## config.mk

```make
export PLATFORM = sky130hd
export DESIGN_NAME = alu_seq_unit
export DESIGN_NICKNAME = d
export VERILOG_FILES = /design/src/rtl/alu_pkg.sv /design/src/rtl/alu_comb_core.sv /design/src/rtl/alu_seq_unit.sv
export SDC_FILE = /design/constraint.sdc
export NUM_CORES = 1
export LEC_CHECK = 0
export ABC_AREA = 1
export CAP_MARGIN = 20
export CORE_MARGIN = 1
export CORE_UTILIZATION = 30
export DETAILED_ROUTE_END_ITERATION = 16
export SLEW_MARGIN = 20
export SYNTH_ARGS = -nofsm -noshare
export SYNTH_HDL_FRONTEND = slang
export SYNTH_SLANG_ARGS = --single-unit
```

## constraint.sdc

```tcl
create_clock -name clk -period 5.6 [get_ports clk]
set_input_delay 0.56 -clock clk [delete_from_list [all_inputs] [get_ports clk]]
set_output_delay 0.56 -clock clk [all_outputs]
set_load 0.05 [all_outputs]
```

## src/rtl/alu_pkg.sv

```systemverilog
// Shared command codes, FSM state encoding and widths for the sequential ALU.
package alu_pkg;

    localparam int unsigned CMD_W = 4;

    localparam logic [CMD_W-1:0] CMD_ADD  = 4'd0;
    localparam logic [CMD_W-1:0] CMD_SUB  = 4'd1;
    localparam logic [CMD_W-1:0] CMD_XOR  = 4'd2;
    localparam logic [CMD_W-1:0] CMD_SLT  = 4'd3;
    localparam logic [CMD_W-1:0] CMD_AND  = 4'd4;
    localparam logic [CMD_W-1:0] CMD_NAND = 4'd5;
    localparam logic [CMD_W-1:0] CMD_NOR  = 4'd6;
    localparam logic [CMD_W-1:0] CMD_OR   = 4'd7;
    localparam logic [CMD_W-1:0] CMD_SLTU = 4'd8;
    localparam logic [CMD_W-1:0] CMD_MUL  = 4'd9;

    typedef enum logic {
        IDLE = 1'b0,
        MUL  = 1'b1
    } state_e;

endpackage

```

## src/rtl/alu_comb_core.sv

```systemverilog
// Combinational datapath for every single-cycle command plus illegal-command decode.
module alu_comb_core
    import alu_pkg::*;
#(
    parameter int unsigned WIDTH = 32
) (
    input  logic [CMD_W-1:0] cmd_i,
    input  logic [WIDTH-1:0] a_i,
    input  logic [WIDTH-1:0] b_i,
    output logic [WIDTH-1:0] result_c,
    output logic             carry_c,
    output logic             ovf_c,
    output logic             err_c
);

    logic             sub;
    logic [WIDTH-1:0] b_eff;
    logic [WIDTH-1:0] sum;
    logic             cout;
    logic             c_into_msb;
    logic             ovf;

    // One shared adder: SUB, SLT and SLTU all compute A + ~B + 1
    assign sub   = (cmd_i == CMD_SUB) || (cmd_i == CMD_SLT) || (cmd_i == CMD_SLTU);
    assign b_eff = sub ? ~b_i : b_i;
    assign {cout, sum} = (WIDTH+1)'({1'b0, a_i}) + (WIDTH+1)'({1'b0, b_eff})
                       + (WIDTH+1)'(sub);
    assign c_into_msb = a_i[WIDTH-1] ^ b_eff[WIDTH-1] ^ sum[WIDTH-1];
    assign ovf        = c_into_msb ^ cout;

    always_comb begin
        result_c = '0;
        carry_c  = 1'b0;
        ovf_c    = 1'b0;
        err_c    = 1'b0;
        case (cmd_i)
            CMD_ADD, CMD_SUB: begin
                result_c = sum;
                carry_c  = cout;
                ovf_c    = ovf;
            end
            CMD_XOR:  result_c = a_i ^ b_i;
            CMD_SLT: begin
                result_c = {{(WIDTH-1){1'b0}}, sum[WIDTH-1] ^ ovf};
                carry_c  = cout;
                ovf_c    = ovf;
            end
            CMD_AND:  result_c = a_i & b_i;
            CMD_NAND: result_c = ~(a_i & b_i);
            CMD_NOR:  result_c = ~(a_i | b_i);
            CMD_OR:   result_c = a_i | b_i;
            CMD_SLTU: result_c = {{(WIDTH-1){1'b0}}, ~cout};
            CMD_MUL:  result_c = '0;
            default:  err_c    = 1'b1;
        endcase
    end

endmodule

```

## src/rtl/alu_seq_unit.sv

```systemverilog
// Registered ALU with valid/ready handshake and an iterative shift-add multiplier.
module alu_seq_unit
    import alu_pkg::*;
#(
    parameter int unsigned WIDTH = 32,
    parameter int unsigned CNT_W = $clog2(WIDTH)
) (
    input  logic             clk,
    input  logic             rst_n,
    input  logic             in_valid,
    output logic             in_ready,
    input  logic [CMD_W-1:0] cmd,
    input  logic [WIDTH-1:0] operand_a,
    input  logic [WIDTH-1:0] operand_b,
    output logic             out_valid,
    input  logic             out_ready,
    output logic [WIDTH-1:0] result,
    output logic             carryout,
    output logic             zero,
    output logic             overflow,
    output logic             err
);

    localparam int unsigned ACC_W = 2 * WIDTH;

    state_e             state_q,     state_d;
    logic               out_valid_q, out_valid_d;
    logic [WIDTH-1:0]   result_q,    result_d;
    logic               carry_q,     carry_d;
    logic               zero_q,      zero_d;
    logic               ovf_q,       ovf_d;
    logic               err_q,       err_d;
    logic [WIDTH-1:0]   mcand_q,     mcand_d;
    logic [WIDTH-1:0]   mplier_q,    mplier_d;
    logic [ACC_W-1:0]   acc_q,       acc_d;
    logic [CNT_W-1:0]   cnt_q,       cnt_d;

    logic [WIDTH-1:0]   core_result;
    logic               core_carry;
    logic               core_ovf;
    logic               core_err;
    logic               fire_in;
    logic               fire_out;
    logic [ACC_W-1:0]   acc_sum;

    alu_comb_core #(
        .WIDTH (WIDTH)
    ) u_core (
        .cmd_i    (cmd),
        .a_i      (operand_a),
        .b_i      (operand_b),
        .result_c (core_result),
        .carry_c  (core_carry),
        .ovf_c    (core_ovf),
        .err_c    (core_err)
    );

    // A new op may enter in the same cycle the current result drains
    assign in_ready = rst_n && (state_q == IDLE) && (!out_valid_q || out_ready);
    assign fire_in  = in_valid && in_ready;
    assign fire_out = out_valid_q && out_ready;

    assign acc_sum = acc_q + (mplier_q[0] ? (ACC_W'(mcand_q) << cnt_q) : '0);

    assign out_valid = out_valid_q;
    assign result    = result_q;
    assign carryout  = carry_q;
    assign zero      = zero_q;
    assign overflow  = ovf_q;
    assign err       = err_q;

    always_ff @(posedge clk) begin
        if (!rst_n) begin
            state_q     <= IDLE;
            out_valid_q <= 1'b0;
            result_q    <= '0;
            carry_q     <= 1'b0;
            zero_q      <= 1'b0;
            ovf_q       <= 1'b0;
            err_q       <= 1'b0;
            mcand_q     <= '0;
            mplier_q    <= '0;
            acc_q       <= '0;
            cnt_q       <= '0;
        end else begin
            state_q     <= state_d;
            out_valid_q <= out_valid_d;
            result_q    <= result_d;
            carry_q     <= carry_d;
            zero_q      <= zero_d;
            ovf_q       <= ovf_d;
            err_q       <= err_d;
            mcand_q     <= mcand_d;
            mplier_q    <= mplier_d;
            acc_q       <= acc_d;
            cnt_q       <= cnt_d;
        end
    end

    always_comb begin
        state_d     = state_q;
        out_valid_d = out_valid_q;
        result_d    = result_q;
        carry_d     = carry_q;
        zero_d      = zero_q;
        ovf_d       = ovf_q;
        err_d       = err_q;
        mcand_d     = mcand_q;
        mplier_d    = mplier_q;
        acc_d       = acc_q;
        cnt_d       = cnt_q;

        case (state_q)
            IDLE: begin
                if (fire_in && (cmd == CMD_MUL)) begin
                    state_d     = MUL;
                    out_valid_d = 1'b0;
                    mcand_d     = operand_a;
                    mplier_d    = operand_b;
                    acc_d       = '0;
                    cnt_d       = '0;
                end else if (fire_in) begin
                    out_valid_d = 1'b1;
                    result_d    = core_result;
                    carry_d     = core_carry;
                    zero_d      = ~|core_result;
                    ovf_d       = core_ovf;
                    err_d       = core_err;
                end else if (fire_out) begin
                    out_valid_d = 1'b0;
                end
            end
            MUL: begin
                acc_d    = acc_sum;
                mplier_d = mplier_q >> 1;
                cnt_d    = cnt_q + CNT_W'(1);
                // Last partial product: publish the low half, flag any high-half bits
                if (cnt_q == CNT_W'(WIDTH - 1)) begin
                    state_d     = IDLE;
                    out_valid_d = 1'b1;
                    result_d    = acc_sum[WIDTH-1:0];
                    carry_d     = 1'b0;
                    zero_d      = ~|acc_sum[WIDTH-1:0];
                    ovf_d       = |acc_sum[ACC_W-1:WIDTH];
                    err_d       = 1'b0;
                end
            end
            default: state_d = IDLE;
        endcase
    end

endmodule

```

==> impl_metrics.sql, run 1 <==
INSERT INTO impl_metrics (metric_group, metric, value, unit) VALUES
('logic_synthesis', 'seq_area_frac_synth', '0.1884', ''),
('setup_path', 'crit_path_max_fanout', '20', ''),
('logic_synthesis', 'synth_async_sr_flop_share', '0', ''),
('setup_path', 'timing_worst_setup_path_type', 'reg -> reg', ''),
('route', 'antenna_violating_nets_post_route', '0', ''),
('status', 'run_status', 'finished clean', ''),
('setup_path', 'crit_path_buf_inv_count', '2', ''),
('route', 'drt_pass1_iterations', '8', ''),
('route', 'avgRoutedWirePerCell', '19.55', 'µm'),
('grt', 'gr-total-overflow', '0', ''),
('cells_and_area', 'num-nets-final', '3399', ''),
('route', 'drc_errors', '0', ''),
('grt', 'groute.usage.overall', '0.2510', ''),
('logic_synthesis', 'synth_area_leaders', 'sky130_fd_sc_hd__nand2_1 20%, sky130_fd_sc_hd__dfxtp_1 19%, sky130_fd_sc_hd__ha_1 11%, sky130_fd_sc_hd__a21oi_1 7.2%, sky130_fd_sc_hd__inv_1 7.0%', ''),
('placement', 'gp_routability_congestion', '1.024', ''),
('power', 'netSwitchingFraction', '0.3840', ''),
('floorplanning', 'design.die.area', '61540', 'µm²'),
('clock_network', 'cts_tree', 'built', ''),
('timing', 'finalHoldViolCount', '0', ''),
('clock_network', 'cts.path.max_buffers', '2', ''),
('setup_path', 'critPathTopFamily', 'simple AND/OR/NAND/NOR gates', ''),
('logic_synthesis', 'avgSynthCellArea', '5.815', 'µm²'),
('clock_network', 'post_cts_hold_fix_bufs', '0', ''),
('worst_hold_path', 'timing.hold.worst.class', 'reg -> reg', ''),
('route', 'met3RoutedLength', '5608', 'µm'),
('clock_network', 'post_cts_resize_count', '0', ''),
('grt', 'wire_length_of_the_first_global_routing_pass', '116400', 'µm'),
('cells_and_area', 'antennaDiodeCount', '0', ''),
('clock_network', 'htree_levels', '4', ''),
('power', 'cellInternalPower', '2.140', 'mW'),
('clock_network', 'post_cts_buffers', '0', ''),
('power', 'p_comb_frac', '0.264', ''),
('setup_path', 'crit_path_required_time', '5970', 'ps'),
('logic_synthesis', 'yosysTopAreaCell', 'sky130_fd_sc_hd__nand2_1', ''),
('clock_network', 'clk_pin_slew_worst_paths', '90', 'ps'),
('setup_path', 'critical_path_depth', '26', ''),
('setup_path', 'critical-path-slowest-cell', 'sky130_fd_sc_hd__o21ai_0', ''),
('setup_path', 'crit_top_cell', 'sky130_fd_sc_hd__nand2_1', ''),
('grt', 'grt_pass1_vias', '19575', ''),
('flow_run', 'max-cap-violations', '0', ''),
('logic_synthesis', 'number_of_register_bits_inferred_by_synthesis', '171', ''),
('grt', 'antenna_violations_before_repair', '1', ''),
('route', 'route.met2.wl', '34140', 'µm'),
('timing', 'transition_time_at_the_pin_with_the_least_slew_margin', '975.3', 'ps'),
('setup_path', 'reg2reg_depth', '26', ''),
('logic_synthesis', 'synth.top_cell.area_share', '0.2013', ''),
('floorplanning', 'placeableCoreArea', '59460', 'µm²'),
('timing', 'final_min_period_over_clock_period', '0.8570', ''),
('logic_synthesis', 'postSynthCellCount', '3124', ''),
('power', 'total_switching_power', '1.334', 'mW'),
('power', 'power_density', '168.3', 'nW/µm²'),
('clock_network', 'cts-root-buf', 'sky130_fd_sc_hd__clkbuf_16', ''),
('route', 'avgViaCountPerCell', '5.365', ''),
('floorplanning', 'fp.dieH', '248.1', 'µm'),
('route', 'm1WireLength', '35230', 'µm'),
('power', 'power_frac_seq', '0.363', ''),
('clock_network', 'worst_skew_pair.late_latency', '510', 'ps'),
('cells_and_area', 'final_common_cell', 'sky130_fd_sc_hd__nand2_1', ''),
('logic_synthesis', 'netlist_area', '18170', 'µm²'),
('power', 'sum_of_internal_switching_and_leakage_power', '3.473', 'mW'),
('power', 'vdd_drop_max', '0.2465', 'mV'),
('route', 'dr.first_iter.drc_count', '2296', ''),
('worst_hold_path', 'min_delay_path_depth', '2', ''),
('placement', 'port-buffer-count', '109', ''),
('route', 'num_vias', '21192', ''),
('setup_path', 'slowest_cell_delay_on_critical_path', '540', 'ps'),
('logic_synthesis', 'synth-edff-count', '0', ''),
('grt', 'largest_net_degree_at_the_start_of_global_routing', '95', ''),
('floorplanning', 'floorplan.rows', '89', ''),
('placement', 'hpwlAfterDp', '62960', 'µm'),
('setup_path', 'critPathCaptureType', 'register', '');
## through the flow
step | area, µm² | util | std cells | setup slack (ps) | hold slack, ps
finish | 20640 | 0.3472 | 3950 | 800.6 | 467.0
global route | 20640 | 0.3472 | 3950 | 475.0 | 484.8
CTS | 20640 | 0.3472 | 3950 | 982.3 | 469.1
detailed placement | 20030 | 0.3368 | 3918 | 991.1 | 457.2
global placement | 20030 | 0.3368 | 3918 | 959.0 | 452.9
floorplan | 18170 | - | 3124 | 2171 | 441.2
## layout make-up
type / count / area (µm²)
Clock buffer: 17 / 425.4
Fill cell: 6713 / 38820
Clock inverter: 15 / 191.4
Sequential cell: 171 / 3427
Tap cell: 773 / 967.2
Inverter: 347 / 1304
Multi-Input combinational cell: 2490 / 13000
Timing Repair Buffer: 137 / 1334
## tightest hold or removal path: stages (launching register included)
cell and delay (ps):
sky130_fd_sc_hd__dfxtp_1 310, sky130_fd_sc_hd__nand2_1 60, sky130_fd_sc_hd__a21oi_1 50
## state kept, by name, summed over array words and instances, names as in the netlist
name,cells
overflow,1
acc_q,64
result,32
carryout,1
mplier_q,32
zero,1
state_q,1
cnt_q,5
err,1
out_valid,1
mcand_q,32
## synthesized netlist by cell type (6+ instances only)
| master | count |
|---|---|
| sky130_fd_sc_hd__nand2_1 | 974 |
| sky130_fd_sc_hd__inv_1 | 340 |
| sky130_fd_sc_hd__nor2_1 | 282 |
| sky130_fd_sc_hd__a21oi_1 | 260 |
| sky130_fd_sc_hd__o21ai_0 | 247 |
| sky130_fd_sc_hd__nand3_1 | 187 |
| sky130_fd_sc_hd__dfxtp_1 | 171 |
| sky130_fd_sc_hd__ha_1 | 161 |
| sky130_fd_sc_hd__clkbuf_1 | 89 |
| sky130_fd_sc_hd__a31oi_1 | 49 |
| sky130_fd_sc_hd__xor2_1 | 46 |
| sky130_fd_sc_hd__o22ai_1 | 43 |
| sky130_fd_sc_hd__nand4_1 | 32 |
| sky130_fd_sc_hd__or2_2 | 24 |
| sky130_fd_sc_hd__nor3_1 | 23 |
| sky130_fd_sc_hd__a22oi_1 | 18 |
| sky130_fd_sc_hd__xnor2_1 | 14 |
| sky130_fd_sc_hd__buf_2 | 13 |
| sky130_fd_sc_hd__o21bai_1 | 13 |
| sky130_fd_sc_hd__a211oi_1 | 12 |
| sky130_fd_sc_hd__nand3b_1 | 12 |
| sky130_fd_sc_hd__mux2i_1 | 11 |
| sky130_fd_sc_hd__a22o_1 | 10 |
| sky130_fd_sc_hd__buf_1 | 10 |
| sky130_fd_sc_hd__nand2_2 | 10 |
| sky130_fd_sc_hd__a21o_1 | 7 |
| sky130_fd_sc_hd__o2111a_1 | 7 |
| sky130_fd_sc_hd__inv_2 | 6 |
## path summary, 6_finish.rpt
check | from | to | slack, ps
max | cnt_q[0] | overflow | 800
min reg2reg | mplier_q[26] | mplier_q[26] | 470
max reg2reg | cnt_q[0] | overflow | 800
min | mplier_q[26] | mplier_q[26] | 470
## power by group through the flow
stage                     logic, mW  registers (mW)  clock network [mW]
after floorplan               0.500            1.34                   0
after global placement        0.894            1.29                   0
after detailed placement      0.894            1.29                   0
after CTS                     0.898            1.26                1.31
after global routing          0.999            1.26                1.35
final                         0.918            1.26                1.30
## cells by family after synthesis
| group | after synthesis | share of synthesized area |
|---|---|---|
| and+or+nand+nor | 1564 | 0.3537 |
| AOI/OAI and AO/OA | 692 | 0.2122 |
| buffers and inverters | 463 | 0.09760 |
| DFF | 171 | 0.1884 |
| adders and majority gates | 163 | 0.1131 |
| xor gates and xnor gates | 60 | 0.02893 |
| muxes | 11 | 0.006061 |
## metal layers
| layer | vias to the layer above | track usage |
|---|---|---|
| met2 | 863 | 0.3986 |
| met4 | 2 | 0.08571 |
| li1 | 10390 | - |
| met5 | - | 0 |
| met1 | 9808 | 0.3439 |
| met3 | 129 | 0.03706 |
Power figures use the tool's default switching activity.
==> run 2: changes to the inputs <==
- CTS_CLUSTER_DIAMETER: not set -> 50
- clock period: 5.6 -> 5.29 ns (I/O delays scaled with it)
==> run 2 against run 1 <==
  * Sequential power increased by 6%
  * Critical path type unchanged
  * Maximum frequency up 2.3%
  * Worst setup slack worse by 200 ps
  * First-iteration DRC count is 9.8% lower
  * Worst hold slack about the same
  * Die area did not move
  * Clock skew decreased by 1.0 ps
  * Cell area up 0.32%
  * Cell count rose by 0.23%
  * Routed wire length grew 1.1%
==> impl_metrics.sql, run 2 (synthesis results as in run 1) <==
INSERT INTO impl_metrics (metric_group, metric, value, unit) VALUES
('setup_path', 'timing_worst_setup_path_type', 'reg -> reg', ''),
('route', 'avgRoutedWirePerCell', '19.72', 'µm'),
('grt', 'gr-total-overflow', '0', ''),
('grt', 'antenna_violations_before_repair', '0', ''),
('setup_path', 'critical-path-slowest-cell', 'sky130_fd_sc_hd__o21ai_0', ''),
('clock_network', 'cts_tree', 'built', ''),
('setup_path', 'crit_path_buf_inv_count', '3', ''),
('cells_and_area', 'antennaDiodeCount', '0', ''),
('cells_and_area', 'register_with_the_most_flip_flops', 'acc_q', ''),
('clock_network', 'cts-root-buf', 'sky130_fd_sc_hd__clkbuf_16', ''),
('floorplanning', 'floorplan.io_pins', '110', ''),
('timing', 'timing.setup.tns', '0', 'ps'),
('timing', 'rsz0062_at_grt', 'no', ''),
('route', 'num_vias', '21195', ''),
('timing', 'holdWs', '466.6', 'ps'),
('setup_path', 'crit_path_required_time', '5650', 'ps'),
('clock_network', 'post_cts_hold_fix_bufs', '0', ''),
('setup_path', 'crit_top_cell', 'sky130_fd_sc_hd__nand2_1', ''),
('cells_and_area', 'fin_cells', '3959', ''),
('route', 'drc_errors', '0', ''),
('timing', 'timing.clock.skew', '19.84', 'ps'),
('clock_network', 'htree_levels', '4', ''),
('timing', 'final.setup.worst_slack', '598.4', 'ps'),
('route', 'avgViaCountPerCell', '5.354', ''),
('clock_network', 'tritoncts.num_buffers', '17', ''),
('setup_path', 'critPathTopFamily', 'simple AND/OR/NAND/NOR gates', ''),
('cells_and_area', 'final_common_cell', 'sky130_fd_sc_hd__nand2_1', ''),
('clock_network', 'cts.path.max_buffers', '2', ''),
('placement', 'port-buffer-count', '109', ''),
('cells_and_area', 'num-nets-final', '3408', ''),
('setup_path', 'critical_path.startpoint_type', 'register', ''),
('floorplanning', 'placeableCoreArea', '59460', 'µm²'),
('cells_and_area', 'largest_register_ffs', '64', ''),
('route', 'dr.first_iter.drc_count', '2070', ''),
('clock_network', 'post_cts_resize_count', '0', ''),
('timing', 'clock.fmax', '0.2131', 'GHz'),
('timing', 'period_needed', '4692', 'ps'),
('grt', 'groute.usage.overall', '0.2539', ''),
('route', 'drt_pass1_iterations', '5', ''),
('placement', 'post-place-ws', '543.2', 'ps'),
('route', 'antenna_violating_nets_post_route', '0', ''),
('grt', 'grt_pass1_vias', '19904', ''),
('worst_hold_path', 'timing.hold.worst.class', 'reg -> reg', ''),
('placement', 'placed_cells', '3927', ''),
('timing', 'final_min_period_over_clock_period', '0.8869', ''),
('status', 'run_status', 'finished clean', ''),
('timing', 'relSlewSlack', '0.2558', ''),
('grt', 'largest_net_degree_at_the_start_of_global_routing', '84', ''),
('setup_path', 'critPathCaptureType', 'register', ''),
('timing', 'setup_viol', '0', ''),
('cells_and_area', 'drive_gt1_frac', '0.04080', ''),
('floorplanning', 'design.die.area', '61540', 'µm²'),
('placement', 'gp_routability_congestion', '1.058', ''),
('power', 'power_density', '177.3', 'nW/µm²'),
('clock_network', 'clkSinkCount', '171', ''),
('grt', 'wire_length_of_the_first_global_routing_pass', '117900', 'µm'),
('setup_path', 'path_cells', 'inv_1 > buf_12 > nand2_1 > nand2_1 > o21ai_0 > o21ai_0 > o21ai_0 > nor2_1 > ha_1 > nand2_1 > o21ai_0 > nand2_1 > nand2_1 > inv_1 > nand2_1 > nand3_1 > nand3_1 > nand2_1 > nor2_1 > nand2_1 > nor2_1 > nand3_1 > nand2_1 > a21oi_1', ''),
('power', 'leak_pwr', '9.226', 'nW'),
('timing', 'finalHoldViolCount', '0', ''),
('route', 'finalWirelength', '78060', 'µm'),
('clock_network', 'post_cts_buffers', '0', ''),
('flow_run', 'max-cap-violations', '0', ''),
('cells_and_area', 'area_growth', '14.00', '%'),
('power', 'vdd_drop_max', '0.2682', 'mV'),
('clock_network', 'clk_pin_slew_worst_paths', '90', 'ps'),
('setup_path', 'crit_path_max_fanout', '20', ''),
('setup_path', 'critPathArrivalTime', '5050', 'ps'),
('timing', 'final_number_of_max_transition_violations', '0', ''),
('floorplanning', 'floorplan.initialDensity', '0.3055', ''),
('timing', 'transition_time_at_the_pin_with_the_least_slew_margin', '1114', 'ps'),
('clock_network', 'worst_skew_pair.late_latency', '510', 'ps'),
('placement', 'hpwlAfterDp', '63660', 'µm'),
('cells_and_area', 'mostFrequentLayoutCells', '973 x sky130_fd_sc_hd__nand2_1, 340 x sky130_fd_sc_hd__inv_1, 279 x sky130_fd_sc_hd__nor2_1, 260 x sky130_fd_sc_hd__a21oi_1, 247 x sky130_fd_sc_hd__o21ai_0', ''),
('floorplanning', 'fp.dieH', '248.1', 'µm'),
('power', 'sum_of_internal_switching_and_leakage_power', '3.672', 'mW'),
('floorplanning', 'floorplan.rows', '89', ''),
('setup_path', 'slowest_cell_delay_on_critical_path', '530', 'ps'),
('floorplanning', 'chipWidth', '248.1', 'µm');
-- run 2: changes by cell type in the layout (fill, tap and decap cells not counted), sizes merged --
cell | previous run | this run
buf | 29 | 38
-- run 2: report_power, final --
group / internal [mW] / total, mW / switching, mW
registers: 1.31 / 1.33 / 0.0233
clock network: 0.643 / 1.37 / 0.723
logic: 0.310 / 0.973 / 0.662
total: 2.26 / 3.67 / 1.41
-- run 2: layout make-up --
cell class | count | area [µm²]
inverters | 347 | 1304
clock buffers | 17 | 425.4
flip-flops and latches | 171 | 3427
multi-input cells | 2490 | 13000
clock inverters | 15 | 188.9
repair buffers | 146 | 1401
fillers | 6778 | 38760
well taps | 773 | 967.2
-- run 2: worst paths after layout --
path                              startpoint           end  slack (ps)  cells past startpoint
worst max-delay path                cnt_q[0]      overflow         600                     24
worst min-delay path            mplier_q[31]  mplier_q[31]         470                      2
worst max register to register      cnt_q[0]      overflow         600                     24
worst min register to register  mplier_q[31]  mplier_q[31]         470                      2
-- run 2: metrics by stage --
stage          area [µm²]    util
2_1_floorplan       18170       -
5_1_grt             20710  0.3483
3_5_place_dp        20090  0.3379
3_3_place_gp        20090  0.3379
4_1_cts             20710  0.3483
6_report            20710  0.3483
-- run 2: worst min-delay path, delay by kind of cell, from the launching register on --
kind	cells	cell delay, ps
DFF	1	310
AOI/OAI and AO/OA	1	50
and+or+nand+nor	1	60
-- run 2: metal layers --
metal	vias to the layer above	share of wire	GRT usage
met5	-	0	0
met4	0	0.034	0.09798
met3	144	0.070	0.03426
met2	774	0.44	0.3974
met1	9867	0.46	0.3505
li1	10410	-	-
==> run 3: changes to the inputs <==
- CORE_MARGIN: 1 -> 3
- clock period: 5.29 -> 4.7 ns (I/O delays scaled with it)
==> run 3 against run 2 <==
  * Flip-flop and latch count unchanged
  * Cell area rose by 1.1%
  * Worst hold slack worse by 12 ps
  * Clock power up 14%
  * Largest power group unchanged
  * Worst setup slack got worse by 360 ps
  * Critical endpoint unchanged
  * Core utilization rose by 0.40 points
==> impl_metrics.sql, run 3 (synthesis results as in run 1) <==
INSERT INTO impl_metrics (metric_group, metric, value, unit) VALUES
('power', 'vdd_drop_max', '0.2484', 'mV'),
('cells_and_area', 'drive_gt1_frac', '0.05079', ''),
('cells_and_area', 'antennaDiodeCount', '0', ''),
('grt', 'groute.usage.overall', '0.2436', ''),
('floorplanning', 'floorplan.initialDensity', '0.3055', ''),
('cells_and_area', 'largest_register_ffs', '64', ''),
('floorplanning', 'fp.dieH', '252.1', 'µm'),
('setup_path', 'critPathArrivalTime', '4850', 'ps'),
('clock_network', 'cts_tree', 'built', ''),
('floorplanning', 'chipWidth', '252.1', 'µm'),
('timing', 'final_number_of_max_transition_violations', '0', ''),
('clock_network', 'clk_pin_slew_worst_paths', '100', 'ps'),
('grt', 'antenna_violations_before_repair', '2', ''),
('route', 'dr.first_iter.drc_count', '2044', ''),
('placement', 'gp_routability_congestion', '1.008', ''),
('setup_path', 'endpoint', 'overflow', ''),
('cells_and_area', 'final_area', '20940', 'µm²'),
('power', 'leak_pwr', '9.351', 'nW'),
('flow_run', 'max-cap-violations', '0', ''),
('clock_network', 'post_cts_hold_fix_bufs', '0', ''),
('power', 'power_density', '198.9', 'nW/µm²'),
('grt', 'wire_length_of_the_first_global_routing_pass', '118200', 'µm'),
('cells_and_area', 'register_with_the_most_flip_flops', 'acc_q', ''),
('timing', 'rsz0062_at_grt', 'no', ''),
('timing', 'transition_time_at_the_pin_with_the_least_slew_margin', '1018', 'ps'),
('clock_network', 'tritoncts.num_buffers', '17', ''),
('worst_hold_path', 'timing.hold.worst.class', 'in -> reg', ''),
('setup_path', 'critical-path-slowest-cell', 'sky130_fd_sc_hd__ha_1', ''),
('clock_network', 'worst_skew_pair.late_latency', '500', 'ps'),
('floorplanning', 'floorplan.rows', '89', ''),
('grt', 'gr-total-overflow', '0', ''),
('route', 'avgViaCountPerCell', '5.374', ''),
('timing', 'relSlewSlack', '0.3212', ''),
('grt', 'grt_pass1_vias', '19665', ''),
('grt', 'largest_net_degree_at_the_start_of_global_routing', '98', ''),
('setup_path', 'r2r_start', 'cnt_q[0]', ''),
('placement', 'hpwlAfterDp', '64110', 'µm'),
('cells_and_area', 'area_growth', '15.29', '%'),
('setup_path', 'critical_path.startpoint_type', 'register', ''),
('route', 'antenna_violating_nets_post_route', '0', ''),
('setup_path', 'crit_start', 'cnt_q[0]', ''),
('timing', 'setup_viol', '0', ''),
('timing', 'timing.setup.tns', '0', 'ps'),
('placement', 'placed_cells', '3950', ''),
('clock_network', 'clkSinkCount', '171', ''),
('timing', 'clock.fmax', '0.2239', 'GHz'),
('route', 'avgRoutedWirePerCell', '19.73', 'µm'),
('setup_path', 'slowest_cell_delay_on_critical_path', '400', 'ps'),
('setup_path', 'regToRegSetupSlack', '230', 'ps'),
('status', 'run_status', 'finished clean', ''),
('floorplanning', 'placeableCoreArea', '59460', 'µm²'),
('timing', 'final_min_period_over_clock_period', '0.9502', ''),
('setup_path', 'worstReg2RegEnd', 'overflow', ''),
('setup_path', 'timing_worst_setup_path_type', 'reg -> reg', ''),
('clock_network', 'htree_levels', '4', ''),
('setup_path', 'reg2reg_depth', '26', ''),
('timing', 'period_needed', '4466', 'ps'),
('route', 'finalWirelength', '78560', 'µm'),
('cells_and_area', 'final_common_cell', 'sky130_fd_sc_hd__nand2_1', ''),
('route', 'drt_pass1_iterations', '6', ''),
('cells_and_area', 'fin_cells', '3982', ''),
('setup_path', 'crit_path_required_time', '5080', 'ps'),
('floorplanning', 'floorplan.io_pins', '110', ''),
('clock_network', 'cts-root-buf', 'sky130_fd_sc_hd__clkbuf_16', ''),
('placement', 'detailed_place.area', '20300', 'µm²'),
('route', 'drc_errors', '0', ''),
('floorplanning', 'design.die.area', '63540', 'µm²'),
('setup_path', 'crit_path_max_fanout', '30', ''),
('setup_path', 'critPathCaptureType', 'register', ''),
('route', 'num_vias', '21401', ''),
('timing', 'timing.clock.skew', '22.43', 'ps'),
('setup_path', 'crit_top_cell', 'sky130_fd_sc_hd__nand2_1', ''),
('clock_network', 'cts.path.max_buffers', '2', ''),
('cells_and_area', 'num-nets-final', '3431', ''),
('placement', 'port-buffer-count', '109', ''),
('timing', 'finalHoldViolCount', '0', ''),
('cells_and_area', 'mostFrequentLayoutCells', '973 x sky130_fd_sc_hd__nand2_1, 340 x sky130_fd_sc_hd__inv_1, 276 x sky130_fd_sc_hd__nor2_1, 258 x sky130_fd_sc_hd__a21oi_1, 231 x sky130_fd_sc_hd__o21ai_0', '');
[run 3: cell count changes in the layout (fill, tap and decap cells not counted), moves of 2 or more]
| cell | before | now |
|---|---|---|
| sky130_fd_sc_hd__buf_4 | 34 | 54 |
| sky130_fd_sc_hd__inv_8 | 2 | 4 |
| sky130_fd_sc_hd__nor2_1 | 279 | 276 |
| sky130_fd_sc_hd__clkinv_8 | 6 | 4 |
| sky130_fd_sc_hd__o21ai_2 | 0 | 3 |
| sky130_fd_sc_hd__o21ai_0 | 247 | 231 |
| sky130_fd_sc_hd__o21ai_1 | 5 | 18 |
| sky130_fd_sc_hd__a21oi_2 | 3 | 5 |
| sky130_fd_sc_hd__a21oi_1 | 260 | 258 |
| sky130_fd_sc_hd__clkinv_4 | 2 | 0 |
| sky130_fd_sc_hd__nor2_2 | 3 | 7 |
| sky130_fd_sc_hd__buf_12 | 3 | 6 |
[run 3: stage by stage]
step	setup WS (ps)	hold slack, ps	power, mW	util
2_1_floorplan	1271	441.2	2.195	-
3_3_place_gp	141.1	454.2	2.616	0.3414
3_5_place_dp	175.3	455.9	2.615	0.3414
4_1_cts	169.3	427.6	4.170	0.3517
5_1_grt	3.395	467.5	4.346	0.3522
6_report	233.8	454.8	4.166	0.3522
[run 3: where the power goes]
part / internal, mW / leakage (nW) / switching [mW] / total, mW
combinational: 0.359 / 7.67 / 0.752 / 1.11
sequential: 1.47 / 1.38 / 0.0254 / 1.50
clock: 0.729 / 0.294 / 0.827 / 1.56
total: 2.56 / 9.35 / 1.60 / 4.17
[run 3: worst min path at each step]
| stage | from | endpoint | slack, ps | depth (start not counted) |
|---|---|---|---|---|
| 2_1_floorplan | mplier_q[31] | mplier_q[31] | 440 | 2 |
| 3_3_place_gp | mplier_q[11] | mplier_q[11] | 450 | 2 |
| 3_5_place_dp | carryout | carryout | 460 | 2 |
| 4_1_cts | rst_n | overflow | 430 | 3 |
| 5_1_grt | rst_n | acc_q[20] | 470 | 3 |
| 6_report | rst_n | overflow | 450 | 3 |
[run 3: metal layers]
layer / routed length [µm] / part of all wire / vias up / track usage
met4: 2768 / 0.035 / 2 / 0.09328
met2: 33840 / 0.43 / 866 / 0.3732
met1: 36300 / 0.46 / 9904 / 0.3470
met5: 9 / 0.00011 / - / 0
li1: - / - / 10486 / -
met3: 5649 / 0.072 / 143 / 0.03154
[run 3: cell type report]
type	count	area [µm²]
multi-input combinational	2490	13020
clock inverter	15	185.2
clock buffer	17	425.4
inverter	347	1305
timing repair buffer	169	1612
sequential	171	3427
tap	773	967.2
fill	6752	38520
[run 3: repair_timing]
item	4_1_cts	5_1_grt
setup buffers	0	0
setup endpoints to repair	0	2
gates resized for setup	0	26
[run 3: critical path, delay by kind of cell, from the launching register on]
family	cells	cell delay (ps)
AND/OR/NAND/NOR	17	2290
AO/OA/AOI/OAI	4	810
adder cells (fa/ha/maj)	1	400
flip-flops	1	350
buffers and inverters	3	350
multiplexers	1	140
